--- config.mk ---
export PLATFORM = sky130hd
export DESIGN_NAME = vga_timing_gen
export DESIGN_NICKNAME = d
export VERILOG_FILES = /design/src/rtl/vga_pkg.sv /design/src/rtl/vga_axis_cnt.sv /design/src/rtl/vga_timing_gen.sv
export SDC_FILE = /design/constraint.sdc
export NUM_CORES = 1
export LEC_CHECK = 0
export ABC_CLOCK_PERIOD_IN_PS = 3300
export BUFFER_PORTS_ARGS = -buffer_cell sky130_fd_sc_hd__buf_2
export CAP_MARGIN = 5
export CORE_ASPECT_RATIO = 1.25
export CORE_MARGIN = 2
export CORE_UTILIZATION = 48
export CTS_CLUSTER_DIAMETER = 80
export DETAILED_ROUTE_END_ITERATION = 16
export PLACE_DENSITY_LB_ADDON = 0.3
export RECOVER_POWER = 100
export SLEW_MARGIN = 0
export SYNTH_ARGS = -nofsm -noshare
export SYNTH_HDL_FRONTEND = slang
export SYNTH_HIERARCHICAL = 1
export SYNTH_SLANG_ARGS = --single-unit
--- constraint.sdc ---
create_clock -name clk -period 3.3 [get_ports clk]
set_clock_uncertainty 0.1 [all_clocks]
set_input_delay 0.33 -clock clk [delete_from_list [all_inputs] [get_ports clk]]
set_output_delay 0.33 -clock clk [all_outputs]
set_load 0.01 [all_outputs]
--- src/rtl/vga_pkg.sv ---
// Timing constants per video mode and helpers deriving total line/frame lengths.
// Add further resolutions as additional constant groups alongside the 640x480@60 set.
package vga_pkg;

  localparam int H_PW_640  = 96;
  localparam int H_BP_640  = 48;
  localparam int H_ACT_640 = 640;
  localparam int H_FP_640  = 16;
  localparam int V_PW_640  = 2;
  localparam int V_BP_640  = 33;
  localparam int V_ACT_640 = 480;
  localparam int V_FP_640  = 10;

  function automatic int h_tot(input int pw, input int bp, input int act, input int fp);
    return pw + bp + act + fp;
  endfunction

  function automatic int v_tot(input int pw, input int bp, input int act, input int fp);
    return pw + bp + act + fp;
  endfunction

endpackage

--- src/rtl/vga_axis_cnt.sv ---
// One raster axis: wrapping position counter with combinational sync/active decode and active offset.
// Counter advances on inc only; wrap is a same-cycle pulse on the inc that leaves TOT-1.
module vga_axis_cnt
  import vga_pkg::*;
#(
  parameter int W   = 11,
  parameter int TOT = 800,
  parameter int PW  = 96,
  parameter int BP  = 48,
  parameter int ACT = 640
) (
  input  logic         clk,
  input  logic         rst_n,
  input  logic         inc,
  output logic [W-1:0] cnt,
  output logic         wrap,
  output logic         sync_act,
  output logic         act,
  output logic [W-1:0] pos
);

  localparam logic [W-1:0] LAST     = W'(TOT - 1);
  localparam logic [W-1:0] SYNC_END = W'(PW);
  localparam logic [W-1:0] ACT_BEG  = W'(PW + BP);
  localparam logic [W-1:0] ACT_END  = W'(PW + BP + ACT);

  assign wrap     = inc && (cnt == LAST);
  assign sync_act = (cnt < SYNC_END);
  assign act      = (cnt >= ACT_BEG) && (cnt < ACT_END);
  assign pos      = act ? (cnt - ACT_BEG) : '0;

  always_ff @(posedge clk or negedge rst_n) begin
    if (!rst_n) begin
      cnt <= '0;
    end else if (inc) begin
      cnt <= wrap ? '0 : (cnt + W'(1));
    end
  end

endmodule

--- src/rtl/vga_timing_gen.sv ---
// VGA raster timing: registered hs/vs/de/x/y and line/frame strobes, 1 clk after the counters, paced by pix_ce.
// No backpressure; pix_ce=0 freezes state and drops strobes. Define VGA_FRAME_CNT_EN to add frame_cnt.
module vga_timing_gen
  import vga_pkg::*;
#(
  parameter int H_PW       = H_PW_640,
  parameter int H_BP       = H_BP_640,
  parameter int H_ACT      = H_ACT_640,
  parameter int H_FP       = H_FP_640,
  parameter int V_PW       = V_PW_640,
  parameter int V_BP       = V_BP_640,
  parameter int V_ACT      = V_ACT_640,
  parameter int V_FP       = V_FP_640,
  parameter int H_SYNC_POL = 0,
  parameter int V_SYNC_POL = 0,
  parameter int XW         = 11,
  parameter int YW         = 10
) (
  input  logic          clk,
  input  logic          rst_n,
  input  logic          pix_ce,
  output logic          hs,
  output logic          vs,
  output logic          de,
  output logic [XW-1:0] x,
  output logic [YW-1:0] y,
  output logic          line_start,
  output logic          frame_start
`ifdef VGA_FRAME_CNT_EN
  ,
  output logic [7:0]    frame_cnt
`endif
);

  localparam int   H_TOT = h_tot(H_PW, H_BP, H_ACT, H_FP);
  localparam int   V_TOT = v_tot(V_PW, V_BP, V_ACT, V_FP);
  localparam logic HS_ON = (H_SYNC_POL != 0);
  localparam logic VS_ON = (V_SYNC_POL != 0);

  if (H_TOT >= (1 << XW)) begin : g_h_too_wide
    $error("vga_timing_gen: H_TOT=%0d does not fit in XW=%0d bits", H_TOT, XW);
  end
  if (V_TOT >= (1 << YW)) begin : g_v_too_wide
    $error("vga_timing_gen: V_TOT=%0d does not fit in YW=%0d bits", V_TOT, YW);
  end

  logic [XW-1:0] h_cnt, h_pos;
  logic [YW-1:0] v_cnt, v_pos;
  logic          h_wrap, h_sync, h_act;
  logic          v_wrap_unused, v_sync, v_act;
  logic          first_px, frame_first;

  vga_axis_cnt #(.W(XW), .TOT(H_TOT), .PW(H_PW), .BP(H_BP), .ACT(H_ACT)) u_h (
    .clk(clk), .rst_n(rst_n), .inc(pix_ce),
    .cnt(h_cnt), .wrap(h_wrap), .sync_act(h_sync), .act(h_act), .pos(h_pos)
  );

  vga_axis_cnt #(.W(YW), .TOT(V_TOT), .PW(V_PW), .BP(V_BP), .ACT(V_ACT)) u_v (
    .clk(clk), .rst_n(rst_n), .inc(pix_ce & h_wrap),
    .cnt(v_cnt), .wrap(v_wrap_unused), .sync_act(v_sync), .act(v_act), .pos(v_pos)
  );

  assign first_px    = (h_cnt == '0);
  assign frame_first = first_px && (v_cnt == '0);

  // Outputs reflect the pre-increment counters; strobes only live for the clk of their pix_ce.
  always_ff @(posedge clk or negedge rst_n) begin
    if (!rst_n) begin
      hs          <= ~HS_ON;
      vs          <= ~VS_ON;
      de          <= 1'b0;
      x           <= '0;
      y           <= '0;
      line_start  <= 1'b0;
      frame_start <= 1'b0;
    end else if (pix_ce) begin
      hs          <= h_sync ? HS_ON : ~HS_ON;
      vs          <= v_sync ? VS_ON : ~VS_ON;
      de          <= h_act && v_act;
      x           <= (h_act && v_act) ? h_pos : '0;
      y           <= (h_act && v_act) ? v_pos : '0;
      line_start  <= first_px;
      frame_start <= frame_first;
    end else begin
      line_start  <= 1'b0;
      frame_start <= 1'b0;
    end
  end

`ifdef VGA_FRAME_CNT_EN
  always_ff @(posedge clk or negedge rst_n) begin
    if (!rst_n) begin
      frame_cnt <= '0;
    end else if (pix_ce && frame_first) begin
      frame_cnt <= frame_cnt + 8'd1;
    end
  end
`endif

endmodule

==> results of run 1 <==
[placed cells by master (no fill, tap or decap), drive strengths merged, types with 5 or more instances in the layout]
master and n:
a21oi 6, and3 7, xnor2 14, dfrtp 45
xor2 5, inv 12, clkbuf 32, nand2 18
ha 6, nor2 27, nand3 7, nand4 6
o21ai 8, nor3 7, a22o 21, nor4 7
[flip-flops by register name, summed over array words and instances (netlist names)]
| register | cells |
|---|---|
| u_h/cnt | 11 |
| x | 11 |
| u_v/cnt | 10 |
| y | 10 |
| de | 1 |
| frame_start | 1 |
| hs | 1 |
| line_start | 1 |
| vs | 1 |
[routing by layer]
metal / wire length (um) / vias up
met2: 2630 / 36
met4: 69 / 0
met3: 142 / 6
met5: 0 / -
li1: - / 920
met1: 2370 / 910
[through the flow]
step / std cells / total power, mW / area [um2] / setup WS [ns] / utilization
6_report: 329 / 1.32 / 2720 / 0.492 / 0.532
3_5_place_dp: 321 / 0.991 / 2690 / 0.498 / 0.525
4_1_cts: 329 / 1.34 / 2780 / 0.498 / 0.543
3_3_place_gp: 321 / 0.992 / 2690 / 0.549 / 0.525
5_1_grt: 329 / 1.41 / 2720 / 0.226 / 0.532
2_1_floorplan: 249 / 0.906 / 2570 / 0.824 / -
[path summary, 6_finish.rpt]
path                                  from  cells after the start          to  slack (ns)
worst max-delay path            u_v/cnt[0]                      7        y[2]        0.49
worst max register to register  u_v/cnt[0]                      7        y[2]        0.49
min in group asynchronous            rst_n                      1  u_h/cnt[8]        0.68
worst min register to register          de                      1          de        0.40
worst min-delay path                pix_ce                      3  u_h/cnt[2]        0.28
max in group asynchronous            rst_n                      1  u_v/cnt[9]        1.02
[final cells by class]
class                      count  area, um2
sequential                    47       1180
tap                           62       77.6
inverter                      12       45.0
clock inverter                 3       20.0
multi-input combinational    171       1220
clock buffer                   5       68.8
fill                         475       2400
timing repair buffer          29        114
[Yosys cell counts (all sizes together) (3+ instances only)]
cell | instances | share of area
dfrtp | 45 | 0.44
nor2 | 27 | 0.039
a22o | 21 | 0.071
nand2 | 18 | 0.026
xnor2 | 14 | 0.048
inv | 12 | 0.017
buf | 11 | 0.032
clkbuf | 8 | 0.012
o21ai | 8 | 0.020
and3 | 7 | 0.018
nand3 | 7 | 0.014
nor3 | 7 | 0.016
nor4 | 7 | 0.031
a21oi | 6 | 0.015
ha | 6 | 0.029
nand4 | 6 | 0.015
xor2 | 5 | 0.017
a31oi | 3 | 0.019
nand2b | 3 | 0.0073
nor4b | 3 | 0.013
or4 | 3 | 0.012
[critical path: stages (launching register included)]
cell	delay, ns
dfrtp_1	0.50
ha_1	0.39
o41ai_4	0.49
a21oi_1	0.17
a31oi_4	0.30
inv_1	0.06
and3_1	0.39
a22o_1	0.30
[cell families (layout without fill, tap and decap cells)]
family                   count (synthesis)  count (layout)  synth area share
AO/OA/AOI/OAI                           48              48             0.165
adder cells (fa/ha/maj)                  6               6            0.0292
buffers and inverters                   31              49            0.0612
flip-flops                              47              47             0.458
multiplexers                             1               1           0.00437
XOR/XNOR                                19              19            0.0646
AND/OR/NAND/NOR                         97              97             0.218
[power groups by stage]
stage / clock, mW / sequential [mW] / combinational, mW
after floorplan: 0 / 0.716 / 0.190
after global placement: 0 / 0.731 / 0.262
after detailed placement: 0 / 0.729 / 0.262
after CTS: 0.360 / 0.719 / 0.263
after global routing: 0.380 / 0.732 / 0.295
final: 0.344 / 0.719 / 0.260
==> results.tsv, run 1 <==
stage	metric	value	unit
status	status	finished with violations	
status	failed_checks	capacitance limit, slew limit	
logic_synthesis	yosysWarningCount	6	
detailed_routing	num_vias	1872	
detailed_routing	wl_per_cell	15.9	um
global_routing	gr-usage-met2	0.312	
detailed_routing	drt_drc_violations_left	0	
logic_synthesis	ys_seq_area_frac	0.458	
global_routing	grt_usage	0.180	
worst_setup_path	crit_fanout	22	
global_routing	overflow	0	
timing	hold_violations	0	
min_path	hold_class	in2reg	
power_and_ir_drop	powerDensity	486	nW/um2
die	core_area	5120	um2
global_routing	grt_pass1_wl	8.58	mm
clock_tree	cts_inserted_buffers	5	
clock_tree	cts-root-buf	clkbuf_8	
global_routing	top_usage_layer	met2	
global_routing	met1_usage	0.224	
die	ios	29	
timing	fin_crit_sh	0.851	
logic_synthesis	synthCells	249	
clock_tree	insertion_delay	0.30	ns
worst_setup_path	end_kind	flop	
power_and_ir_drop	swShare	0.324	
placed_design	dp.final_hpwl	3.61	mm
clock_tree	cts.sinks	47	
job	maxCapViolCount	1	
power_and_ir_drop	p_leak	1.19	nW
logic_synthesis	ys_types	51	
clock_tree	clk_pin_slew	0.09	ns
timing	slew_headroom	-0.642	
global_routing	grt_pass1_vias	1782	
power_and_ir_drop	power_frac_seq	0.543	
logic_synthesis	postSynthAreaPerCell	10.3	um2
placed_design	place_congestion	0.873	
logic_synthesis	synth-seq-cells	47	
worst_setup_path	start_kind	flop	
layout	nets	275	
detailed_routing	ant_nets	0	
timing	tightest_slew	2.46	ns
worst_setup_path	cp.arrival	2.89	ns
timing	min_period	2.81	ns
timing	drv_slew	48	
timing	rsz0062_at_grt	no	
power_and_ir_drop	ir_drop	0.000225	V
power_and_ir_drop	p_int	895	uW
timing	setup_viol	0	
die	initial_utilization	0.503	
die	die_h	85.9	um
logic_synthesis	synth_async_sr_flop_share	1.00	
logic_synthesis	syn_area	2570	um2
detailed_routing	drtIter0Drc	142	
worst_setup_path	required	3.39	ns
global_routing	grt_use_met3	0.0353	
clock_tree	ctsHoldBuffers	0	
global_routing	antenna_found_initial	0	
detailed_routing	drtPass1Iterations	4	
timing	timing.hold.ws	0.280	ns
layout	drive_gt1_frac	0.112	
clock_tree	clk_path_buf_depth	2	
power_and_ir_drop	clock_power_share	0.260	
power_and_ir_drop	comb_power_share	0.197	
global_routing	grt_max_degree	48	
detailed_routing	wirelength	5.22	mm
timing	fin_tns_setup	0	ns
layout	diodes	0	
clock_tree	postCtsResizedCells	0	
placed_design	numPortBuffers	28	
die	fp-row-count	29	
clock_tree	cts_setup_buffers	0	
timing	fmax	356	MHz
layout	layout-area-overhead-vs-synth	5.64	%
die	die-area	5970	um2
clock_tree	htree_levels	2	
detailed_routing	via_per_inst	5.69	
logic_synthesis	syn_nets	258	
logic_synthesis	ys.flop_type	dfrtp_1	
worst_setup_path	critPathKind	reg2reg	
logic_synthesis	synth_edf_count	0	
die	die_w	69.5	um
power_and_ir_drop	p_switching	428	uW
clock_tree	cts_tree	built	
Power figures use the tool's default switching activity.
==> run 2, diff against run 1 <==
- CORE_UTILIZATION: 48 -> 58
- TNS_END_PERCENT: not set -> 100
==> run 2 against run 1 <==
  * The run still ends with capacitance limit, slew limit left
  * Final cell count down 0.91%
  * Via count up 1.4%
  * Clock power up 6.4%
  * Design area up 0.51%
  * Critical endpoint is now y[7]
  * Critical path depth unchanged
  * Global-route usage up 4.5 points
  * Register-to-register slack worse by 0.03 ns
  * Highest routed layer unchanged
  * Clock-buffer cell count up 1
==> results.tsv, run 2 (synthesis gave the netlist of run 1 again) <==
stage	metric	value	unit	change
detailed_routing	via_per_inst	5.83		was 5.69
global_routing	grt_pass1_vias	1794		was 1782
clock_tree	clk_path_buf_depth	2		unchanged
placed_design	place_area	2690	um2	about the same
die	die_w	63.6	um	was 69.5 um
worst_setup_path	end_kind	flop		unchanged
layout	layout-area-overhead-vs-synth	6.17	%	was 5.64%
clock_tree	insertion_delay	0.30	ns	about the same
die	die_h	78.5	um	was 85.9 um
detailed_routing	ant_nets	0		unchanged
timing	fin_tns_setup	0	ns	unchanged
timing	setup_viol	0		unchanged
layout	nets	276		was 275
worst_setup_path	critPathLaunch	u_v/cnt[0]		unchanged
detailed_routing	num_vias	1899		was 1872
global_routing	grt_usage	0.225		was 0.180
status	status	finished with violations		unchanged
layout	post-route-util	0.632		was 0.532
layout	fin_area	2730	um2	was 2720 um2
global_routing	grt_use_met3	0.0458		was 0.0353
clock_tree	postCtsResizedCells	0		unchanged
clock_tree	cts_tree	built		unchanged
worst_setup_path	worstRegToRegCells	7		unchanged
timing	drv_slew	48		unchanged
worst_setup_path	rrSetupSlack	0.47	ns	was 0.49 ns
clock_tree	clk_pin_slew	0.09	ns	about the same
worst_setup_path	cpMaxStageDelayCell	dfrtp_1		unchanged
layout	final_common_cell	dfrtp_1		unchanged
worst_setup_path	critPathKind	reg2reg		unchanged
timing	tightest_slew	2.46	ns	about the same
detailed_routing	drt_drc_violations_left	0		unchanged
die	initial_utilization	0.595		was 0.503
detailed_routing	drtPass1Iterations	4		unchanged
worst_setup_path	required	3.39	ns	about the same
layout	n_fill_cell	383		was 475
status	failed_checks	capacitance limit, slew limit		unchanged
timing	rsz0062_at_grt	no		unchanged
power_and_ir_drop	ir_drop	0.000267	V	was 0.000225 V
die	core_area	4320	um2	was 5120 um2
global_routing	grt_max_degree	48		unchanged
clock_tree	cts.sinks	47		unchanged
worst_setup_path	reg2reg_from	u_v/cnt[0]		unchanged
clock_tree	htree_levels	2		unchanged
timing	min_period	2.83	ns	was 2.81 ns
placed_design	dp.final_hpwl	3.57	mm	was 3.61 mm
worst_setup_path	crit_chain	ha_1 > o41ai_4 > a21oi_1 > a31oi_4 > inv_1 > and3_1 > a22o_1		unchanged
worst_setup_path	cp.arrival	2.93	ns	was 2.89 ns
clock_tree	cts_setup_buffers	0		unchanged
power_and_ir_drop	powerDensity	493	nW/um2	was 486 nW/um2
layout	fin_cells	326		was 329
detailed_routing	wl_per_cell	15.9	um	about the same
clock_tree	ctsHoldBuffers	0		unchanged
worst_setup_path	crit_path_end	y[7]		was y[2]
worst_setup_path	crit_fanout	22		unchanged
global_routing	overflow	0		unchanged
worst_setup_path	start_kind	flop		unchanged
global_routing	grt_pass1_wl	8.72	mm	was 8.58 mm
global_routing	top_usage_layer	met2		unchanged
die	die-area	4990	um2	was 5970 um2
die	fp-row-count	27		was 29
min_path	worstHoldStart	pix_ce		unchanged
global_routing	met1_usage	0.268		was 0.224
power_and_ir_drop	p_leak	1.21	nW	was 1.19 nW
timing	fmax	353	MHz	was 356 MHz
die	ios	29		unchanged
clock_tree	cts_inserted_buffers	5		unchanged
global_routing	gr-usage-met2	0.403		was 0.312
layout	final_cell_mix	45 x dfrtp_1, 27 x nor2_1, 26 x clkbuf_1		was 45 x dfrtp_1, 27 x clkbuf_1, 27 x nor2_1
timing	layout_setup_ws	0.466	ns	was 0.492 ns
layout	drive_gt1_frac	0.116		was 0.112
global_routing	antenna_found_initial	0		unchanged
placed_design	dp_slack	0.495	ns	was 0.498 ns
min_path	hold_class	in2reg		unchanged
timing	slew_headroom	-0.640		was -0.642
placed_design	dp_cells	318		was 321
layout	largest_registers	u_h/cnt (11), x (11)		unchanged
clock_tree	cts-root-buf	clkbuf_8		unchanged
job	maxCapViolCount	1		unchanged
worst_setup_path	cpPeakStageDelay	0.50	ns	about the same
worst_setup_path	reg2reg_to	y[7]		was y[2]
timing	hold_violations	0		unchanged
placed_design	numPortBuffers	28		unchanged
detailed_routing	wirelength	5.19	mm	was 5.22 mm
detailed_routing	drtIter0Drc	157		was 142
timing	fin_crit_sh	0.859		was 0.851
layout	diodes	0		unchanged
placed_design	place_congestion	0.886		was 0.873
run 2: cell types whose count changed in the layout (fill, tap and decap cells not counted):
cell        before  now
dfstp_2          2    1
clkinv_2         1    0
clkbuf_8         5    6
clkbuf_1        27   26
clkinv_4         0    1
buf_4            1    2
buf_2            1    2
dfstp_1          0    1
clkinvlp_4       2    1
run 2: per-layer routing:
metal / wire [um] / vias to the layer above
li1: - / 919
met1: 2210 / 927
met2: 2710 / 47
met3: 217 / 6
met4: 54 / 0
met5: 0 / -
run 2: worst min path at each step:
| stage | endpoint | slack, ns | depth (start not counted) |
|---|---|---|---|
| finish | u_h/cnt[1] | 0.26 | 3 |
| floorplan | de | -0.07 | 0 |
| global route | u_h/cnt[1] | 0.25 | 3 |
| detailed placement | de | 0.36 | 1 |
| CTS | u_h/cnt[8] | 0.13 | 1 |
| global placement | de | 0.36 | 1 |
run 2: metrics by stage:
| step | power (mW) | hold slack (ns) |
|---|---|---|
| global route | 1.43 | 0.252 |
| global placement | 0.987 | 0.359 |
| finish | 1.35 | 0.259 |
| floorplan | 0.906 | -0.0656 |
| detailed placement | 0.993 | 0.364 |
| CTS | 1.36 | 0.128 |
run 2: power by group:
group | internal, mW | switching (mW)
registers | 0.633 | 0.0884
logic | 0.115 | 0.146
clock network | 0.171 | 0.195
run 2: worst max-delay path: cells and delay by family, from the launching register on:
kind	cells	cell delay [ns]
buffers and inverters	1	0.06
flip-flops	1	0.50
adder cells (fa/ha/maj)	1	0.39
AO/OA/AOI/OAI	4	1.27
AND/OR/NAND/NOR	1	0.40
run 2: layout make-up:
| cell class | count | area (um2) | share of cell area |
|---|---|---|---|
| multi-input combinational | 171 | 1220 | 0.445 |
| clock buffer | 6 | 82.6 | 0.0302 |
| timing repair buffer | 30 | 123 | 0.0449 |
| inverter | 12 | 45.0 | 0.0165 |
| tap | 58 | 72.6 | 0.0265 |
| clock inverter | 2 | 16.3 | 0.00595 |
| sequential | 47 | 1180 | 0.431 |
==> run 3, diff against run 2 <==
- GPL_TIMING_DRIVEN: not set -> 0
- MAX_ROUTING_LAYER: not set -> met4
- SYNTH_HIERARCHICAL: 1 -> not set
==> run 3 against run 2 <==
  * Utilization is 3.3 points higher
  * The run still ends with capacitance limit, slew limit left
  * Largest cell class is now registers
  * First-iteration DRC count is 46% lower
  * Worst setup slack worse by 0.016 ns
  * Final cell count is 3.1% higher
  * Largest power group unchanged
  * Critical endpoint unchanged
==> results.tsv, run 3 <==
stage	metric	value	unit	change
timing	setup_viol	0		unchanged
die	ios	29		unchanged
global_routing	grt_max_degree	48		unchanged
logic_synthesis	ys_types	45		was 51
placed_design	dp.final_hpwl	3.63	mm	was 3.57 mm
clock_tree	postCtsResizedCells	0		unchanged
timing	hold_violations	0		unchanged
timing	rsz0062_at_grt	no		unchanged
global_routing	grt_pass1_vias	1896		was 1794
layout	largest_registers	u_h.cnt (11), x (11)		was u_h/cnt (11), x (11)
global_routing	overflow	0		unchanged
logic_synthesis	synth_edf_count	0		unchanged
layout	drive_gt1_frac	0.0821		was 0.116
power_and_ir_drop	powerDensity	516	nW/um2	was 493 nW/um2
layout	layout-area-overhead-vs-synth	9.45	%	was 6.17%
worst_setup_path	cp.arrival	2.90	ns	was 2.93 ns
detailed_routing	ant_nets	0		unchanged
job	maxCapViolCount	1		unchanged
clock_tree	htree_levels	2		unchanged
logic_synthesis	yosys-top-cells-count	45 x dfrtp_1, 34 x inv_1, 19 x o22ai_2		was 45 x dfrtp_1, 27 x nor2_1, 21 x a22o_1
logic_synthesis	synthMostInstantiatedCell	dfrtp_1		unchanged
logic_synthesis	postSynthAreaPerCell	10.2	um2	was 10.3 um2
detailed_routing	via_per_inst	5.56		was 5.83
global_routing	grt_pass1_wl	8.76	mm	was 8.72 mm
worst_setup_path	crit_fanout	10		was 22
power_and_ir_drop	ir_drop	0.000258	V	was 0.000267 V
global_routing	grt_usage	0.238		was 0.225
timing	fmax	351	MHz	was 353 MHz
die	die_w	62.6	um	was 63.6 um
timing	tightest_slew	2.46	ns	about the same
worst_setup_path	required	3.35	ns	was 3.39 ns
clock_tree	cts_tree	built		unchanged
layout	post-route-util	0.665		was 0.632
clock_tree	cts-root-buf	clkbuf_8		unchanged
layout	nets	289		was 276
power_and_ir_drop	p_leak	1.17	nW	was 1.21 nW
worst_setup_path	end_kind	flop		unchanged
placed_design	dp_cells	328		was 318
die	core_area	4100	um2	was 4320 um2
logic_synthesis	syn_area	2490	um2	was 2570 um2
logic_synthesis	synth_async_sr_flop_share	1.00		unchanged
clock_tree	cts_inserted_buffers	5		unchanged
placed_design	place_congestion	0.849		was 0.886
detailed_routing	wirelength	5.15	mm	was 5.19 mm
global_routing	antenna_found_initial	0		unchanged
logic_synthesis	yosysTopAreaCell	dfrtp_1		unchanged
die	die-area	4840	um2	was 4990 um2
layout	final_common_cell	dfrtp_1		unchanged
logic_synthesis	ys_seq_area_frac	0.473		was 0.458
timing	fin_crit_sh	0.864		was 0.859
detailed_routing	drtIter0Drc	85		was 157
logic_synthesis	syn_nets	255		was 258
detailed_routing	num_vias	1867		was 1899
die	die_h	77.3	um	was 78.5 um
logic_synthesis	synth_area_leaders	dfrtp_1 45%, o22ai_2 9.5%, xnor2_1 5.6%, inv_1 5.1%, ha_1 3.5%		was dfrtp_1 44%, a22o_1 7.1%, xnor2_1 4.8%, nor2_1 3.9%, ha_1 2.9%
logic_synthesis	ys.flop_type	dfrtp_1		unchanged
layout	final_cell_mix	45 x dfrtp_1, 42 x clkbuf_1, 34 x inv_1		was 45 x dfrtp_1, 27 x nor2_1, 26 x clkbuf_1
worst_setup_path	cpPeakStageDelay	0.55	ns	was 0.50 ns
logic_synthesis	synth_top_area_share	0.452		was 0.437
die	fp-row-count	26		was 27
worst_setup_path	cpMaxStageDelayCell	o41ai_1		was dfrtp_1
timing	drv_slew	48		unchanged
status	status	finished with violations		unchanged
die	initial_utilization	0.607		was 0.595
clock_tree	cts_setup_buffers	0		unchanged
layout	diodes	0		unchanged
worst_setup_path	crit_chain	ha_1 > o41ai_1 > a21o_1 > a221o_1 > clkbuf_1 > o22ai_2		was ha_1 > o41ai_4 > a21oi_1 > a31oi_4 > inv_1 > and3_1 > a22o_1
clock_tree	clk_pin_slew	0.08	ns	was 0.09 ns
timing	slew_headroom	-0.639		was -0.640
clock_tree	insertion_delay	0.30	ns	about the same
detailed_routing	wl_per_cell	15.3	um	was 15.9 um
placed_design	numPortBuffers	27		was 28
clock_tree	ctsHoldBuffers	0		unchanged
timing	min_period	2.85	ns	was 2.83 ns
worst_setup_path	critPathKind	reg2reg		unchanged
clock_tree	cts.sinks	47		unchanged
clock_tree	clk_path_buf_depth	2		unchanged
status	failed_checks	capacitance limit, slew limit		unchanged
min_path	hold_class	reg2reg		was in2reg
logic_synthesis	synthCells	245		was 249
detailed_routing	drt_drc_violations_left	0		unchanged
logic_synthesis	synth-seq-cells	47		unchanged
timing	fin_tns_setup	0	ns	unchanged
logic_synthesis	yosysWarningCount	0		was 6
detailed_routing	drtPass1Iterations	5		was 4
layout	fin_cells	336		was 326
worst_setup_path	start_kind	flop		unchanged
==> run 3: changes by cell type in the layout (fill, tap and decap cells not counted), sizes merged, moves of 3 or more <==
cell    delta
a22o      -20
and3       -5
clkbuf    +15
inv       +22
nand2      -6
nand3      +3
nor2      -14
nor4       -4
o22ai     +19
==> run 3: stage by stage <==
| stage | instance area (um2) | hold slack (ns) | power (mW) | worst slack (ns) |
|---|---|---|---|---|
| 6_report | 2730 | 0.402 | 1.40 | 0.450 |
| 5_1_grt | 2730 | 0.416 | 1.48 | 0.252 |
| 4_1_cts | 2830 | 0.138 | 1.43 | 0.663 |
| 3_5_place_dp | 2700 | 0.388 | 0.935 | 0.693 |
| 3_3_place_gp | 2700 | 0.383 | 0.929 | 0.727 |
| 2_1_floorplan | 2490 | -0.0656 | 0.860 | 1.03 |
==> run 3: per-layer routing <==
layer / vias up / share of wire / wire length, um / track usage
met5: - / 0 / 0 / -
met4: 0 / 0.030 / 155 / 0.104
met3: 13 / 0.042 / 216 / 0.0484
met2: 56 / 0.51 / 2610 / 0.399
met1: 886 / 0.42 / 2160 / 0.275
li1: 912 / - / - / -
==> run 3: logic make-up (layout without fill, tap and decap cells) <==
group,after synthesis,after routing,share of synthesized area
compound gates,51,51,0.179
xor+xnor,22,22,0.0774
fa+ha+maj,7,7,0.0352
buf+inv,50,85,0.0844
flops,47,47,0.473
simple gates,68,68,0.151
==> run 3: area by class of cell <==
class | instances | area [um2]
multi-input combinational | 148 | 1050
tap | 56 | 70.1
sequential | 47 | 1180
inverter | 34 | 128
clock inverter | 2 | 60.1
fill | 377 | 1370
clock buffer | 6 | 72.6
buffer | 16 | 67.6
timing repair buffer | 27 | 101
==> run 3: worst paths after layout <==
path	slack [ns]	end	depth (start not counted)	startpoint
setup / recovery	0.45	y[7]	6	u_v.cnt[0]
hold / removal	0.40	vs	2	vs
setup reg to reg	0.45	y[7]	6	u_v.cnt[0]
hold reg to reg	0.40	vs	2	vs
max in group asynchronous	1.03	u_v.cnt[9]	1	rst_n
min in group asynchronous	0.68	de	1	rst_n
==> run 3: report_power, final <==
group / total [mW] / switching, mW / internal, mW
clock network: 0.486 / 0.183 / 0.303
logic: 0.242 / 0.151 / 0.0913
registers: 0.676 / 0.0595 / 0.617
total: 1.40 / 0.394 / 1.01
==> run 3: worst max-delay path, delay by kind of cell, from the launching register on <==
kind,cells,cell delay (ns)
compound gates,4,1.23
fa+ha+maj,1,0.34
buf+inv,1,0.54
flops,1,0.49
